`src/rtl/lsu_axi_bridge_pkg.sv`:
```
// Shared constants and FSM state type for the LSU-to-AXI bridge.
// Widths that are fixed by the core side live here; AXI widths are top-level parameters.
package lsu_axi_bridge_pkg;

    localparam int unsigned CORE_ADDR_W = 64;
    localparam int unsigned STRB_W      = 8;
    localparam int unsigned RESP_W      = 2;

    localparam logic [RESP_W-1:0] AXI_RESP_OKAY = 2'b00;

    typedef enum logic [2:0] {
        ST_IDLE  = 3'd0,
        ST_RADDR = 3'd1,
        ST_RDATA = 3'd2,
        ST_WREQ  = 3'd3,
        ST_WRESP = 3'd4
    } state_t;

endpackage

```
`src/rtl/lsu_axi_bridge.sv`:
```
// Single-outstanding bridge from a simple LSU request port to AXI read/write channels.
// Valids and readies decode from registered state only, never from AXI inputs.
module lsu_axi_bridge
    import lsu_axi_bridge_pkg::*;
#(
    parameter int unsigned ADDR_W = 32,
    parameter int unsigned DATA_W = 64
) (
    input  logic                   lsu_clk_i,
    input  logic                   lsu_rst_i,

    input  logic                   lsu_ren_i,
    input  logic                   lsu_wen_i,
    input  logic [CORE_ADDR_W-1:0] lsu_addr_i,
    input  logic [DATA_W-1:0]      lsu_wdata_i,
    input  logic [STRB_W-1:0]      lsu_wmask_i,
    output logic [DATA_W-1:0]      lsu_rdata_o,
    output logic                   lsu_done_o,
    output logic                   lsu_busy_o,
    output logic                   lsu_err_o,

    output logic [ADDR_W-1:0]      axi_araddr_o,
    output logic                   axi_arvalid_o,
    input  logic                   axi_arready_i,
    input  logic [DATA_W-1:0]      axi_rdata_i,
    input  logic [RESP_W-1:0]      axi_rresp_i,
    input  logic                   axi_rvalid_i,
    output logic                   axi_rready_o,

    output logic [ADDR_W-1:0]      axi_awaddr_o,
    output logic                   axi_awvalid_o,
    input  logic                   axi_awready_i,
    output logic [DATA_W-1:0]      axi_wdata_o,
    output logic [STRB_W-1:0]      axi_wstrb_o,
    output logic                   axi_wvalid_o,
    input  logic                   axi_wready_i,
    input  logic [RESP_W-1:0]      axi_bresp_i,
    input  logic                   axi_bvalid_i,
    output logic                   axi_bready_o
);

    state_t              r_state;
    state_t              w_next;
    logic                r_aw_done;
    logic                r_w_done;
    logic [ADDR_W-1:0]   r_addr;
    logic [DATA_W-1:0]   r_wdata;
    logic [STRB_W-1:0]   r_wmask;
    logic [DATA_W-1:0]   r_rdata;
    logic                r_done;
    logic                r_err;

    logic                w_ar_hs;
    logic                w_r_hs;
    logic                w_aw_hs;
    logic                w_w_hs;
    logic                w_b_hs;
    logic                w_accept;

    // Upper core address bits are intentionally dropped.
    if (ADDR_W < CORE_ADDR_W) begin : g_drop
        logic w_unused_addr_hi;
        assign w_unused_addr_hi = ^lsu_addr_i[CORE_ADDR_W-1:ADDR_W];
    end

    always_ff @(posedge lsu_clk_i) begin
        if (lsu_rst_i) r_state <= ST_IDLE;
        else           r_state <= w_next;
    end

    always_comb begin
        w_next        = r_state;
        axi_arvalid_o = 1'b0;
        axi_rready_o  = 1'b0;
        axi_awvalid_o = 1'b0;
        axi_wvalid_o  = 1'b0;
        axi_bready_o  = 1'b0;
        case (r_state)
            ST_IDLE: begin
                if (lsu_wen_i)      w_next = ST_WREQ;
                else if (lsu_ren_i) w_next = ST_RADDR;
            end
            ST_RADDR: begin
                axi_arvalid_o = 1'b1;
                if (axi_arready_i) w_next = ST_RDATA;
            end
            ST_RDATA: begin
                axi_rready_o = 1'b1;
                if (axi_rvalid_i) w_next = ST_IDLE;
            end
            ST_WREQ: begin
                axi_awvalid_o = !r_aw_done;
                axi_wvalid_o  = !r_w_done;
                if ((r_aw_done || axi_awready_i) && (r_w_done || axi_wready_i))
                    w_next = ST_WRESP;
            end
            ST_WRESP: begin
                axi_bready_o = 1'b1;
                if (axi_bvalid_i) w_next = ST_IDLE;
            end
            default: w_next = ST_IDLE;
        endcase
    end

    assign w_ar_hs  = axi_arvalid_o && axi_arready_i;
    assign w_r_hs   = axi_rready_o  && axi_rvalid_i;
    assign w_aw_hs  = axi_awvalid_o && axi_awready_i;
    assign w_w_hs   = axi_wvalid_o  && axi_wready_i;
    assign w_b_hs   = axi_bready_o  && axi_bvalid_i;
    assign w_accept = (r_state == ST_IDLE) && (lsu_ren_i || lsu_wen_i);

    always_ff @(posedge lsu_clk_i) begin
        if (lsu_rst_i) begin
            r_aw_done <= 1'b0;
            r_w_done  <= 1'b0;
            r_addr    <= '0;
            r_wdata   <= '0;
            r_wmask   <= '0;
            r_rdata   <= '0;
            r_done    <= 1'b0;
            r_err     <= 1'b0;
        end else begin
            r_done <= w_r_hs || w_b_hs;
            if (w_accept) begin
                r_addr <= lsu_addr_i[ADDR_W-1:0];
                if (lsu_wen_i) begin
                    r_wdata <= lsu_wdata_i;
                    r_wmask <= lsu_wmask_i;
                end
            end
            // Flags only matter inside WREQ; clearing elsewhere re-arms them per write.
            if (r_state != ST_WREQ) begin
                r_aw_done <= 1'b0;
                r_w_done  <= 1'b0;
            end else begin
                if (w_aw_hs) r_aw_done <= 1'b1;
                if (w_w_hs)  r_w_done  <= 1'b1;
            end
            if (w_r_hs) begin
                r_rdata <= axi_rdata_i;
                r_err   <= (axi_rresp_i != AXI_RESP_OKAY);
            end
            if (w_b_hs) r_err <= (axi_bresp_i != AXI_RESP_OKAY);
        end
    end

    assign lsu_rdata_o  = r_rdata;
    assign lsu_done_o   = r_done;
    assign lsu_err_o    = r_err;
    assign lsu_busy_o   = (r_state != ST_IDLE);
    assign axi_araddr_o = r_addr;
    assign axi_awaddr_o = r_addr;
    assign axi_wdata_o  = r_wdata;
    assign axi_wstrb_o  = r_wmask;

endmodule

```
`config.mk`:
```
export PLATFORM = sky130hd
export DESIGN_NAME = lsu_axi_bridge
export DESIGN_NICKNAME = d
export VERILOG_FILES = /design/src/rtl/lsu_axi_bridge_pkg.sv /design/src/rtl/lsu_axi_bridge.sv
export SDC_FILE = /design/constraint.sdc
export NUM_CORES = 1
export LEC_CHECK = 0
export CORE_AREA = 2 2 163 165
export DETAILED_ROUTE_END_ITERATION = 7
export DIE_AREA = 0 0 165 167
export PLACE_DENSITY = 0.68
export SLEW_MARGIN = 0
export SYNTH_ARGS = -nofsm -noshare
export SYNTH_HDL_FRONTEND = slang
export SYNTH_SLANG_ARGS = --single-unit
export TNS_END_PERCENT = 10
```
`constraint.sdc`:
```
create_clock -name lsu_clk_i -period 2.6 [get_ports lsu_clk_i]
set_clock_uncertainty 0.2 [all_clocks]
set_input_delay 0.78 -clock lsu_clk_i [delete_from_list [all_inputs] [get_ports lsu_clk_i]]
set_output_delay 0.78 -clock lsu_clk_i [all_outputs]
set_load 0.01 [all_outputs]
```
* Word level (Yosys, flattened, before mapping)
Cells that the tools add are included.
Storage, ports and cells: input port bits 213, output and inout port bits 208, register bits after elaboration 175
Cells by class: reduce and logical (&&, ||, !) cells 20, multiplexer cells 14, eq/ne operators 10
Operators with widths (count):
- $mux 3 | 6
- $pmux 3 s5 | 1
- $ne 2x2->1 const B | 4
- $mux 1 | 7
- $eq 3x2->1 const B | 2
- $logic_and 1x1->1 | 6
- $reduce_bool 2->1 | 3
- $reduce_and 5->1 | 1
- $logic_or 1x1->1 | 4
- $eq 3x1->1 const B | 1
- $eq 3x3->1 const B | 1
- $logic_not 3->1 | 1
- $ne 3x2->1 const B | 1
- $ne 3x3->1 const B | 1
- $reduce_bool 3->1 | 1
- $logic_not 1->1 | 2
- $reduce_and 2->1 | 1
- $reduce_or 2->1 | 1

* Longest topological paths before layout
Gate-level depths: netlist (run 1).
depth after elaboration 5, depth in mapped cells 6, mapped depth without buffers 4

* Worst setup path before layout (run 1)
Ideal clock, no wire load.
path kind input to register, start input port lsu_wen_i, end register r_wdata[0] (netlist: axi_wdata_o[0]), required time 2.268 ns, slack 0.625 ns, arrival 1.643 ns, stages on the path 5, library setup time 0.132 ns, cells stage by stage or4b_1 > clkbuf_1 > buf_2 > nand2_1 > a21oi_1
On the way: word-level cells in the longest chain between the ends 3
RTL lines:
- from (decl) | line lsu_axi_bridge.sv:13 | input logic lsu_wen_i,
- $logic_or 1x1->1 | line lsu_axi_bridge.sv:110 | assign w_accept = (r_state == ST_IDLE) && (lsu_ren_i || lsu_wen_i);
- $logic_and 1x1->1 | line lsu_axi_bridge.sv:110
- $reduce_and 2->1 (no source line) *
- to (signal assigned) | line lsu_axi_bridge.sv:127 | r_wdata <= lsu_wdata_i;
- to (decl) | line lsu_axi_bridge.sv:47 | logic [DATA_W-1:0] r_wdata;
Every way passes the cells marked *; elsewhere a longest branch is shown, timed or not. A chain may end at the register's enable or synchronous reset.

* Final worst setup path (run 1)
start register r_state[2], end output port axi_arvalid_o
On the way: word-level cells in the longest chain between the ends 2
RTL lines:
- from (decl) | line lsu_axi_bridge.sv:42 | state_t r_state;
- from (signal assigned) | line lsu_axi_bridge.sv:68 | else r_state <= w_next;
- $eq 3x1->1 | line lsu_axi_bridge.sv:78 | case (r_state)
- $mux 1 | line lsu_axi_bridge.sv:78
- to (decl) | line lsu_axi_bridge.sv:23 | output logic axi_arvalid_o,
Every way passes these cells.

==> results of run 1 <==
## through the flow
step / total power [mW] / setup WS (ps) / cells
2_1_floorplan: 3.83 / 625 / 815
3_3_place_gp: 4.82 / -275 / 1471
3_5_place_dp: 4.84 / -280 / 1471
4_1_cts: 7.37 / -74.3 / 1503
5_1_grt: 7.63 / 5.44 / 1503
6_report: 7.26 / 148 / 1503
## repair_timing
item / CTS / global route
resized for setup: 11 / 2
hold buffers: 0 / 0
endpoints found under the hold margin: 0 / 0
setup endpoints to repair: 6 / 1
## cells by family (layout without fill, tap and decap cells)
group / Yosys count / in the layout / synth area share, %
mux: 2 / 2 / 0.327
simple gates: 330 / 330 / 20.8
flops: 175 / 175 / 53.8
buf+inv: 100 / 453 / 8.77
compound gates: 208 / 208 / 16.2
## flip-flops by register name (all words and copies together), names as in the netlist
name and flops:
r_aw_done 1, lsu_err_o 1, r_w_done 1, lsu_done_o 1, lsu_rdata_o 64, axi_wdata_o 64
r_state 3, axi_wstrb_o 8, axi_araddr_o 32
## path summary, 6_finish.rpt
path | to | slack (ps)
worst max-delay path | axi_arvalid_o | 150
worst min-delay path | axi_wdata_o[4] | 250
worst max register to register | axi_wdata_o[35] | 610
worst min register to register | axi_wdata_o[4] | 250
## Yosys cell counts (2+ instances only)
cell | n | area [um^2]
a21oi_1 | 170 | 851
nand3b_1 | 2 | 15.0
clkbuf_1 | 41 | 154
nor3_1 | 4 | 20.0
dfxtp_1 | 175 | 3500
nor2_1 | 6 | 22.5
nand2_1 | 273 | 1020
nand3_1 | 32 | 160
o21ai_0 | 32 | 160
buf_2 | 18 | 90.1
inv_1 | 2 | 7.51
nor3b_1 | 3 | 22.5
buf_6 | 7 | 78.8
buf_4 | 32 | 240
## cell type report
type | instances | share of cell area (%)
multi-input cells | 540 | 22.0
inverters | 2 | 0.0669
flip-flops and latches | 175 | 31.3
well taps | 335 | 3.74
clock inverters | 13 | 1.06
clock buffers | 19 | 4.04
repair buffers | 419 | 37.8
## power groups by stage
stage	logic (mW)	registers, mW	clock network (mW)
global route	1.85	3.07	2.71
CTS	1.73	3.04	2.60
detailed placement	1.73	3.10	0
finish	1.71	3.04	2.51
floorplan	0.668	3.16	0
global placement	1.73	3.09	0
## metal layers
metal  global-route usage [%]  vias up
li1                         -     3324
met4                     4.39        0
met5                        0        -
met3                     4.96       17
met2                     26.7      263
met1                     19.8     3014
## worst register-to-register path: cells and delay by family (launching register included)
kind / cells / cell delay [ps]
flops: 1 / 390
simple gates: 2 / 520
compound gates: 1 / 130
buf+inv: 3 / 670
==> flow_metrics.py, run 1 <==
metrics = {
    "run_status": {
        "outcome": "finished, final reports clean",
    },
    "routing": {
        "vias": 6618,
        "met1_length_um": 9520,
        "wl_per_cell_um": 15.2,
        "viasPerCell": 4.40,
        "top_layer_used": "met4",
        "dr.first_iter.drc_count": 320,
        "drt_pass1_iterations": 5,
        "routed_wl_um": 22900,
        "drc": 0,
        "wl_met2_um": 11200,
        "met3_length_um": 1940,
        "ant_nets": 0,
    },
    "min_path": {
        "hp-class": "reg2reg",
        "hold_path_depth": 2,
        "worstHoldStart": "axi_wdata_o[4]",
    },
    "setup_path": {
        "crit_family": "buffers and inverters",
        "startpoint_type": "flip-flop",
        "path_class": "reg2out",
        "path_depth": 3,
        "crit_buf_inv": 2,
        "crit_start": "r_state[2]",
        "path_cells": "buf_4 > nor3b_1 > dlygate4sd2_1",
        "ff2ff_path_depth": 6,
        "max_stage_delay_ps": 380,
        "r2r_start": "r_state[0]",
        "critPathMaxFanout": 9,
        "slowest_stage": "dfxtp_4",
        "crit_arrival_ps": 1470,
        "crit_required_ps": 1620,
        "critPathCaptureType": "output pin",
    },
    "clock_network": {
        "cts_tree": "yes",
        "htree_levels": 4,
        "clkTransAtPathRegs_ps": 60,
        "clock_latency_ps": 410,
        "numCtsBuffers": 17,
        "cts_max_path_buffers": 2,
        "cts_root_buf": "clkbuf_16",
        "cts.sinks": 175,
        "post-cts-setup-buffers": 0,
    },
    "pwr": {
        "cellInternalPower_mw": 5.15,
        "powerDensity_nw_per_um2": 647,
        "clkPwrFrac_pct": 34.5,
        "leakagePower_nw": 4.01,
        "combPwrFrac_pct": 23.6,
        "power_switching_mw": 2.11,
        "ir_drop_mv": 0.288,
        "power.share.sequential_pct": 41.9,
        "swShare_pct": 29.0,
    },
    "floorplan": {
        "core_area_um2": 25800,
        "start_util_pct": 25.3,
        "dieWidth_um": 165,
        "die-area_um2": 27600,
        "pin_count": 421,
        "placementRows": 59,
        "die_height_um": 167,
    },
    "final_layout": {
        "design_area_um2": 11200,
        "final_cell_mix": "clkdlybuf4s50_1 (381), nand2_1 (273), dfxtp_1 (172), a21oi_1 (170)",
        "drive_above_1_share_pct": 6.51,
        "utilization_pct": 43.6,
        "n_antenna_cell": 0,
        "final_common_cell": "clkdlybuf4s50_1",
        "seq_area_um2": 3510,
        "fillers": 2536,
        "nNetsFinal": 1368,
        "multi_input_area_um2": 2470,
        "synthToLayoutAreaGrowth_pct": 72.4,
    },
    "timing": {
        "finalSetupViolCount": 0,
        "slew_headroom_pct": 68.8,
        "max_freq_mhz": 408,
        "tns_ps": 0,
        "min_period_ps": 2450,
        "rsz0062_at_grt": "no",
        "hold_violations": 0,
        "maxSlewViolCount": 0,
        "fin_crit_sh_pct": 94.3,
        "tightest_slew_ps": 466,
        "fin_hold_ws_ps": 253,
    },
    "placed_design": {
        "io_buffers": 388,
        "routabilityCongestion": 0.798,
        "dp_hpwl_um": 16700,
        "placed_area_um2": 10600,
    },
    "synth": {
        "synthCells": 815,
        "syn_area_um2": 6510,
        "synth_edf_count": 0,
        "ys_types": 32,
        "avgSynthCellArea_um2": 7.98,
        "async_flop_share_pct": 0,
        "yosys_warnings": 0,
        "synth_nets": 1028,
        "synthFlopType": "dfxtp_1",
        "seq_area_frac_synth_pct": 53.8,
        "ys_ff_latch": 175,
    },
    "global_routing": {
        "grt_max_degree": 53,
        "overflow": 0,
        "grt_use_total_pct": 16.0,
        "grt_pass1_vias": 6217,
        "antenna_found_initial": 0,
        "grt_pass1_wl_um": 34400,
    },
    "run": {
        "drv_cap": 0,
    },
}
Power figures use the tool's default switching activity.
==> run 2: changes to the inputs <==
--- a/config.mk
+++ b/config.mk
@@ -6,6 +6,7 @@
 export NUM_CORES = 1
 export LEC_CHECK = 0
 export CORE_AREA = 2 2 163 165
+export CTS_BUF_LIST = sky130_fd_sc_hd__clkbuf_8 sky130_fd_sc_hd__clkbuf_16
 export DETAILED_ROUTE_END_ITERATION = 7
 export DIE_AREA = 0 0 165 167
 export PLACE_DENSITY = 0.68
==> results of run 2 <==
Final layout, timing and power as in run 1 (identical DEF).
==> run 3: changes to the inputs <==
--- a/config.mk
+++ b/config.mk
@@ -5,11 +5,13 @@
 export SDC_FILE = /design/constraint.sdc
 export NUM_CORES = 1
 export LEC_CHECK = 0
+export ABC_AREA = 1
 export CORE_AREA = 2 2 163 165
 export CTS_BUF_LIST = sky130_fd_sc_hd__clkbuf_8 sky130_fd_sc_hd__clkbuf_16
 export DETAILED_ROUTE_END_ITERATION = 7
 export DIE_AREA = 0 0 165 167
 export PLACE_DENSITY = 0.68
+export SETUP_SLACK_MARGIN = 0.5
 export SLEW_MARGIN = 0
 export SYNTH_ARGS = -nofsm -noshare
 export SYNTH_HDL_FRONTEND = slang
==> run 3 against run 2 <==
Net effect:
- sequential share of layout area down 0.080 points
- routed wire length down 0.59%
- via count up 0.42%
- design area up 0.26%
- core utilization up 0.11 points
- die area unchanged
- critical path depth down 2
- maximum frequency up 4.8%
- combinational power rose to 2.6 times the previous value
- global-route usage about the same
- sequential cell count unchanged
==> flow_metrics.py, run 3 <==
metrics = {
    "run_status": {
        "outcome": "finished, final reports clean",
    },
    "synth": {
        "synth_nets": 1051,
        "synthCells": 838,
        "synth_top_area_share_pct": 53.8,
        "ys_ff_latch": 175,
        "synth_compound_area_share_pct": 13.7,
        "synth_simple_gate_area_share_pct": 23.4,
        "yosysMostFrequentCell": "nor2_1",
        "synth_edf_count": 0,
        "ys_types": 18,
        "async_flop_share_pct": 0,
        "syn_area_um2": 6510,
        "synthXorXnorAreaFrac_pct": 0,
        "yosys_warnings": 0,
        "synth_area_leader_cell": "dfxtp_1",
        "synth_area_leaders": "dfxtp_1 (54%), nor2_1 (12%), o21ai_0 (7.8%)",
        "synthFlopType": "dfxtp_1",
        "synth_top_family_by_area": "simple AND/OR/NAND/NOR gates",
        "avgSynthCellArea_um2": 7.77,
        "synthMuxAreaShare_pct": 0,
        "synth_adder_area_share_pct": 0,
        "seq_area_frac_synth_pct": 53.8,
        "yosys-top-cells-count": "nor2_1 (207), dfxtp_1 (175), o21ai_0 (101)",
    },
    "final_layout": {
        "synthToLayoutAreaGrowth_pct": 72.7,
        "fillers": 2545,
        "nNetsFinal": 1394,
        "final_cell_mix": "clkdlybuf4s50_1 (347), nor2_1 (203), dfxtp_1 (170), o21ai_0 (101), nand2_1 (88)",
        "multi_input_area_um2": 2440,
        "seq_area_um2": 3510,
        "drive_above_1_share_pct": 7.29,
        "final_common_cell": "clkdlybuf4s50_1",
        "n_antenna_cell": 0,
        "utilization_pct": 43.7,
    },
    "floorplan": {
        "start_util_pct": 25.3,
        "placementRows": 59,
        "die-area_um2": 27600,
        "pin_count": 421,
        "die_height_um": 167,
        "core_area_um2": 25800,
        "dieWidth_um": 165,
    },
    "setup_path": {
        "crit_family": "buffers and inverters",
        "r2r_start": "r_state[1]",
        "crit_required_ps": 1620,
        "crit_start": "axi_araddr_o[27]",
        "critPathCaptureType": "output pin",
        "crit_buf_inv": 1,
        "ff2ff_path_depth": 9,
        "max_stage_delay_ps": 560,
        "slowest_stage": "clkdlybuf4s50_1",
        "reg2reg_to": "lsu_rdata_o[0]",
        "path_class": "reg2out",
        "path_depth": 1,
        "reg2reg_setup_slack_ps": 750,
        "startpoint_type": "flip-flop",
        "critPathMaxFanout": 3,
        "cp-endpoint": "axi_araddr_o[27]",
        "crit_arrival_ps": 1360,
        "path_cells": "clkdlybuf4s50_1",
    },
    "timing": {
        "tightest_slew_ps": 790,
        "hold_violations": 0,
        "tns_ps": 0,
        "max_freq_mhz": 427,
        "slew_headroom_pct": 47.3,
        "rsz0062_at_grt": "yes",
        "maxSlewViolCount": 0,
        "fin_crit_sh_pct": 90.0,
        "min_period_ps": 2340,
        "finalSetupViolCount": 0,
    },
    "pwr": {
        "ir_drop_mv": 0.374,
        "powerDensity_nw_per_um2": 948,
        "leakagePower_nw": 4.67,
        "total_power_mw": 10.7,
    },
    "clock_network": {
        "cts_root_buf": "clkbuf_16",
        "clock_latency_ps": 430,
        "htree_levels": 4,
        "cts_max_path_buffers": 2,
        "cts.sinks": 175,
        "cts_tree": "yes",
        "clkTransAtPathRegs_ps": 70,
        "numCtsBuffers": 17,
    },
    "routing": {
        "vias": 6646,
        "wl_per_cell_um": 14.9,
        "viasPerCell": 4.35,
        "drt_pass1_iterations": 4,
        "dr.first_iter.drc_count": 379,
        "drc": 0,
        "routed_wl_um": 22800,
        "ant_nets": 0,
    },
    "global_routing": {
        "overflow": 0,
        "grt_use_total_pct": 16.0,
        "grt_pass1_vias": 6495,
        "grt_max_degree": 102,
        "grt_pass1_wl_um": 34600,
        "antenna_found_initial": 0,
    },
    "run": {
        "drv_cap": 0,
    },
    "placed_design": {
        "routabilityCongestion": 0.774,
        "dp_hpwl_um": 16200,
        "io_buffers": 388,
    },
    "min_path": {
        "hp-class": "reg2reg",
    },
}
-- run 3: cell families after synthesis --
group                  count (synthesis)
AND/OR/NAND/NOR                      376
AO/OA/AOI/OAI                        176
flip-flops                           175
buffers and inverters                111
-- run 3: final cells by class --
class                           count  area share (%)
Clock buffer                       17            3.78
Clock inverter                     14            1.29
Inverter                           17           0.567
Multi-Input combinational cell    552            21.7
Sequential cell                   175            31.2
Tap cell                          335            3.73
Timing Repair Buffer              418            37.7
-- run 3: per-stage QoR --
| step | worst slack, ps | cell area, um^2 | std cells | hold WS (ps) |
|---|---|---|---|---|
| 2_1_floorplan | 768 | 6510 | 838 | 243 |
| 3_3_place_gp | 127 | 10600 | 1490 | 247 |
| 3_5_place_dp | 98.5 | 10600 | 1490 | 252 |
| 4_1_cts | 234 | 11200 | 1527 | 263 |
| 5_1_grt | 212 | 11300 | 1528 | 276 |
| 6_report | 260 | 11300 | 1528 | 261 |
-- run 3: routing by layer --
metal  up-vias  wire length, um  GRT usage (%)
met4         0              274           4.39
met3        15             2290           6.48
li1       3370                -              -
met1      3000             9670           19.0
met5         -                0              0
met2       261            10500           26.5
-- run 3: report_power, final --
group | internal (mW) | switching (mW) | leakage, nW
sequential | 3.33 | 0.396 | 1.43
clock | 1.35 | 1.21 | 0.276
combinational | 2.26 | 2.12 | 2.96
total | 6.94 | 3.72 | 4.67
-- run 3: how the worst min path moves through the flow --
stage                     cells after the start       startpoint  slack [ps]               to
final                                         2  axi_wdata_o[48]         260  axi_wdata_o[48]
after global routing                          2  axi_wdata_o[33]         280  axi_wdata_o[33]
after CTS                                     2  axi_wdata_o[48]         260  axi_wdata_o[48]
after detailed placement                      2  axi_wdata_o[25]         250  axi_wdata_o[25]
after global placement                        2   axi_wdata_o[1]         250   axi_wdata_o[1]
after floorplan                               2        r_aw_done         240        r_aw_done
-- run 3: what timing repair did --
action	in CTS	in global routing
buffers inserted	6	1
resized for setup	66	19
setup endpoints to repair	208	205
pin swaps	5	1
gates cloned	0	0
hold buffers	0	0
==> edit 1 (config.mk and constraints of run 1) <==
The 5 states of `state_t` get a one-hot encoding in 5 bits.
--- a/src/rtl/lsu_axi_bridge_pkg.sv
+++ b/src/rtl/lsu_axi_bridge_pkg.sv
@@ -8,12 +8,12 @@
 
     localparam logic [RESP_W-1:0] AXI_RESP_OKAY = 2'b00;
 
-    typedef enum logic [2:0] {
-        ST_IDLE  = 3'd0,
-        ST_RADDR = 3'd1,
-        ST_RDATA = 3'd2,
-        ST_WREQ  = 3'd3,
-        ST_WRESP = 3'd4
+    typedef enum logic [4:0] {
+        ST_IDLE  = 5'b00001,
+        ST_RADDR = 5'b00010,
+        ST_RDATA = 5'b00100,
+        ST_WREQ  = 5'b01000,
+        ST_WRESP = 5'b10000
     } state_t;
 
 endpackage
Formal check against the unedited RTL: same outputs for any inputs over 4 cycles, from zero or initial values and one cycle with lsu_rst_i high; so few cycles prove little.
==> edit 1 against run 1 <==
Synthesized cell count up 1.3%; fmax decreased by 1.0%; critical path type unchanged; cell area rose by 0.57%; wire length fell by 4.5%; worst setup slack got worse by 26 ps; largest power group unchanged; total power fell by 0.20%; synthesized area increased by 0.65%; sequential cell count up 2; count of clock-buffer cells in the layout stayed put.
==> edit 1: results (changes against run 1) <==
<table>
<tr><th>Metric</th><th>Value</th></tr>
<tr><th colspan="2">Run status</th></tr>
<tr><td>Outcome</td><td>finished clean</td></tr>
<tr><th colspan="2">STA</th></tr>
<tr><td>Max-slew headroom at the worst pin</td><td>72.0% (+3.2 points)</td></tr>
<tr><td>Final hold slack</td><td>253 ps (+0.493 ps)</td></tr>
<tr><td>Final Critical Period</td><td>2480 ps (+25.9 ps)</td></tr>
<tr><th colspan="2">Worst setup path</th></tr>
<tr><td>Largest fanout on the critical path</td><td>7 (-2)</td></tr>
<tr><td>Beginning of the critical path</td><td>r_state[0]</td></tr>
<tr><td>Standard cell with the maximum stage delay on the critical path</td><td>dfxtp_2</td></tr>
<tr><td>Worst r2r src</td><td>r_state[3]</td></tr>
<tr><td>Flop2flop setup slack</td><td>550 ps (-60 ps)</td></tr>
<tr><td>Worst EP arrival</td><td>1500 ps (+30 ps)</td></tr>
<tr><td>Family of cells with the greatest summed delay on the critical path</td><td>simple AND/OR/NAND/NOR gates</td></tr>
<tr><td>Endpoint of the worst-slack reg-to-reg timing path</td><td>axi_araddr_o[18]</td></tr>
<tr><th colspan="2">Placement</th></tr>
<tr><td>Routability Congestion</td><td>0.765 (-4.1%)</td></tr>
<tr><td>DPL Wire Length</td><td>15,800 µm (-5.7%)</td></tr>
<tr><td>Total placed instance area</td><td>10,600 µm² (-0.16%)</td></tr>
<tr><th colspan="2">Power and ir drop</th></tr>
<tr><td>Power per unit of standard cell area</td><td>642 nW/µm² (-0.77%)</td></tr>
<tr><td>Static leakage</td><td>4.04 nW (+0.86%)</td></tr>
<tr><td>Combinational group share of total power</td><td>21.7% (-1.9 points)</td></tr>
<tr><th colspan="2">Synth</th></tr>
<tr><td>Post-Synthesis Mean Instance Area</td><td>7.93 µm² (-0.69%)</td></tr>
<tr><td>Net count after synthesis</td><td>1,039 (+1.1%)</td></tr>
<tr><td>Biggest area contributors in the synthesized netlist</td><td>dfxtp_1 54%, nand2_1 19%, a21oi_1 13%</td></tr>
<tr><td>Share of synthesized area occupied by flip-flops and latches</td><td>54.1% (+0.26 points)</td></tr>
<tr><th colspan="2">Global route</th></tr>
<tr><td>First-pass GRT wire length</td><td>33,400 µm (-2.9%)</td></tr>
<tr><td>Number of global-route vias before repair</td><td>6,350 (+2.1%)</td></tr>
<tr><td>Maximum number of pins on one net before global-route repair</td><td>66 (+25%)</td></tr>
<tr><th colspan="2">Detailed routing</th></tr>
<tr><td>Total vias in the final route</td><td>6,624 (+0.091%)</td></tr>
<tr><td>Routed length per placed instance</td><td>14.4 µm (-5.5%)</td></tr>
<tr><td>DRC marker count from the first detailed-route iteration</td><td>251 (-22%)</td></tr>
<tr><th colspan="2">Clock network</th></tr>
<tr><td>Post-CTS Setup Inserts</td><td>1 (+1)</td></tr>
<tr><td>Quantity of gates resized following cts</td><td>19 (+8)</td></tr>
<tr><th colspan="2">Min path</th></tr>
<tr><td>Worst Min Path Start</td><td>lsu_rdata_o[7]</td></tr>
<tr><th colspan="2">Final layout</th></tr>
<tr><td>Fraction of layout instances using a drive strength above 1</td><td>6.26% (-0.25 points)</td></tr>
</table>
[edit 1: area by class of cell]
class                      instances  share of cell area, %
timing repair buffer             414                   37.4
multi-input combinational        555                   21.8
tap                              335                   3.71
clock inverter                    13                   1.44
clock buffer                      19                   4.01
sequential                       177                   31.5
inverter                           5                  0.166
[edit 1: cell families after synthesis]
group | Yosys count | share of synthesized area, %
and+or+nand+nor | 373 | 22.6
AOI/OAI and AO/OA | 180 | 14.1
DFF | 177 | 54.1
buffers and inverters | 94 | 8.98
xor gates and xnor gates | 1 | 0.134
muxes | 1 | 0.153
[edit 1: tightest hold or removal path, cell delays in order, from the launching register on]
cell	delay, ps
dfxtp_1	310
nand2_1	50
a21oi_1	50
[edit 1: metal layers]
metal,wire length [µm],up-vias,global-route usage (%)
li1,-,3311,-
met1,8320,3020,16.0
met2,10800,275,27.2
met3,2510,18,7.55
met4,281,0,4.20
met5,0,-,0
==> edit 2 (flow settings as in run 1) <==
Without the edit above. The package constant `RESP_W` goes from 2 to 4.
--- a/src/rtl/lsu_axi_bridge_pkg.sv
+++ b/src/rtl/lsu_axi_bridge_pkg.sv
@@ -4,7 +4,7 @@
 
     localparam int unsigned CORE_ADDR_W = 64;
     localparam int unsigned STRB_W      = 8;
-    localparam int unsigned RESP_W      = 2;
+    localparam int unsigned RESP_W      = 4;
 
     localparam logic [RESP_W-1:0] AXI_RESP_OKAY = 2'b00;
 
Interface: changed (resized axi_bresp_i and axi_rresp_i); port bits go from 421 to 425. No check against the original RTL was run, so the function may have changed too.
==> edit 2 against run 1 <==
Sequential cell count stayed put; cell area grew 0.38%; total power up 1.7%; synthesized cell count up 0.12%; worst setup slack lost 49 ps; hold slack about the same; wire length is 0.90% lower; critical path type unchanged; largest power group unchanged; synthesized area increased by 0.15%; critical path depth increased by 1; final cell count up 0.13%.
==> edit 2: results (changes against run 1) <==
<table>
<tr><th>Metric</th><th>Value</th></tr>
<tr><th colspan="2">Final layout</th></tr>
<tr><td>Clk tree area frac</td><td>5.32% (+0.23 points)</td></tr>
<tr><td>Number of flip-flops and latches</td><td>175 (unchanged)</td></tr>
<tr><td>Clk_buf instances</td><td>18 (-1)</td></tr>
<tr><td>Buffers, non-clock</td><td>420 (+0.24%)</td></tr>
<tr><td>Layout Nets</td><td>1,374 (+0.44%)</td></tr>
<tr><td>Fraction of area in registers</td><td>31.1% (-0.19 points)</td></tr>
<tr><th colspan="2">Global route</th></tr>
<tr><td>Number of global-route vias before repair</td><td>6,421 (+3.3%)</td></tr>
<tr><td>First-pass GRT wire length</td><td>34,200 µm (-0.74%)</td></tr>
<tr><td>Met2 demand-to-capacity share in global routing</td><td>26.6% (-0.091 points)</td></tr>
<tr><td>Total Routing Usage GR</td><td>15.8% (-0.16 points)</td></tr>
<tr><td>GR met1 Demand/Resource</td><td>19.0% (-0.78 points)</td></tr>
<tr><td>Met3 demand-to-capacity share in global routing</td><td>5.55% (+0.60 points)</td></tr>
<tr><th colspan="2">Detailed routing</th></tr>
<tr><td>M1 wire length</td><td>9560 µm (+0.48%)</td></tr>
<tr><td>Routed length on met3</td><td>1980 µm (+2.1%)</td></tr>
<tr><td>Total vias in the final route</td><td>6,649 (+0.47%)</td></tr>
<tr><td>DRC marker count from the first detailed-route iteration</td><td>383 (+20%)</td></tr>
<tr><td>Met2 WL post-DR</td><td>10,800 µm (-3.0%)</td></tr>
<tr><td>WL final</td><td>22,700 µm (-0.90%)</td></tr>
<tr><th colspan="2">Synth</th></tr>
<tr><td>Net count after synthesis</td><td>1,033 (+0.49%)</td></tr>
<tr><td>Cell types with the highest counts after synthesis</td><td>273 x nand2_1, 175 x dfxtp_1, 170 x a21oi_1, 40 x clkbuf_1</td></tr>
<tr><td>Share of synthesized area occupied by flip-flops and latches</td><td>53.8% (-0.083 points)</td></tr>
<tr><td>Count of different cell masters after synthesis</td><td>34 (+6.3%)</td></tr>
<tr><th colspan="2">Worst setup path</th></tr>
<tr><td>Worst Reg2Reg Path Length in Cells</td><td>5 (-1)</td></tr>
<tr><td>Largest fanout on the critical path</td><td>7 (-2)</td></tr>
<tr><td>Worst EP arrival</td><td>1520 ps (+50 ps)</td></tr>
<tr><th colspan="2">Power and ir drop</th></tr>
<tr><td>Power drawn by the clock network</td><td>2.63 mW (+5%)</td></tr>
<tr><td>Overall Power</td><td>7.38 mW (+1.7%)</td></tr>
<tr><td>Sw Pwr</td><td>2.14 mW (+1.7%)</td></tr>
<tr><th colspan="2">Placement</th></tr>
<tr><td>Routability Congestion</td><td>0.817 (+2.4%)</td></tr>
<tr><td>Pre-CTS WS</td><td>-141 ps (+139 ps)</td></tr>
<tr><td>Total placed instance area</td><td>10,700 µm² (+0.20%)</td></tr>
<tr><td>Placed cell count</td><td>1,473 (+0.14%)</td></tr>
<tr><th colspan="2">Run status</th></tr>
<tr><td>Outcome</td><td>finished clean</td></tr>
</table>
-- edit 2: cell count changes after synthesis --
cell,run 1,this run
buf_1,0,1
o21ai_1,1,0
clkbuf_1,41,40
nor2_1,6,7
or4_1,0,1
o41ai_1,0,1
nor3_1,4,3
-- edit 2: worst paths after layout --
kind / start / endpoint / slack [ps]
worst max-delay path: r_state[1] / lsu_busy_o / 100
worst min-delay path: axi_wdata_o[42] / axi_wdata_o[42] / 250
worst max register to register: r_state[2] / axi_wdata_o[6] / 550
worst min register to register: axi_wdata_o[42] / axi_wdata_o[42] / 250
-- edit 2: critical path, cell delays in order, from the launching register on --
cell	delay, ps
dfxtp_2	360
buf_4	180
nor3_4	180
inv_1	70
dlygate4sd2_1	300
-- edit 2: cells by family after synthesis --
kind of cell / synth area share [%]
DFF: 53.8
and+or+nand+nor: 20.9
buffers and inverters: 8.75
AOI/OAI and AO/OA: 16.3
muxes: 0.326
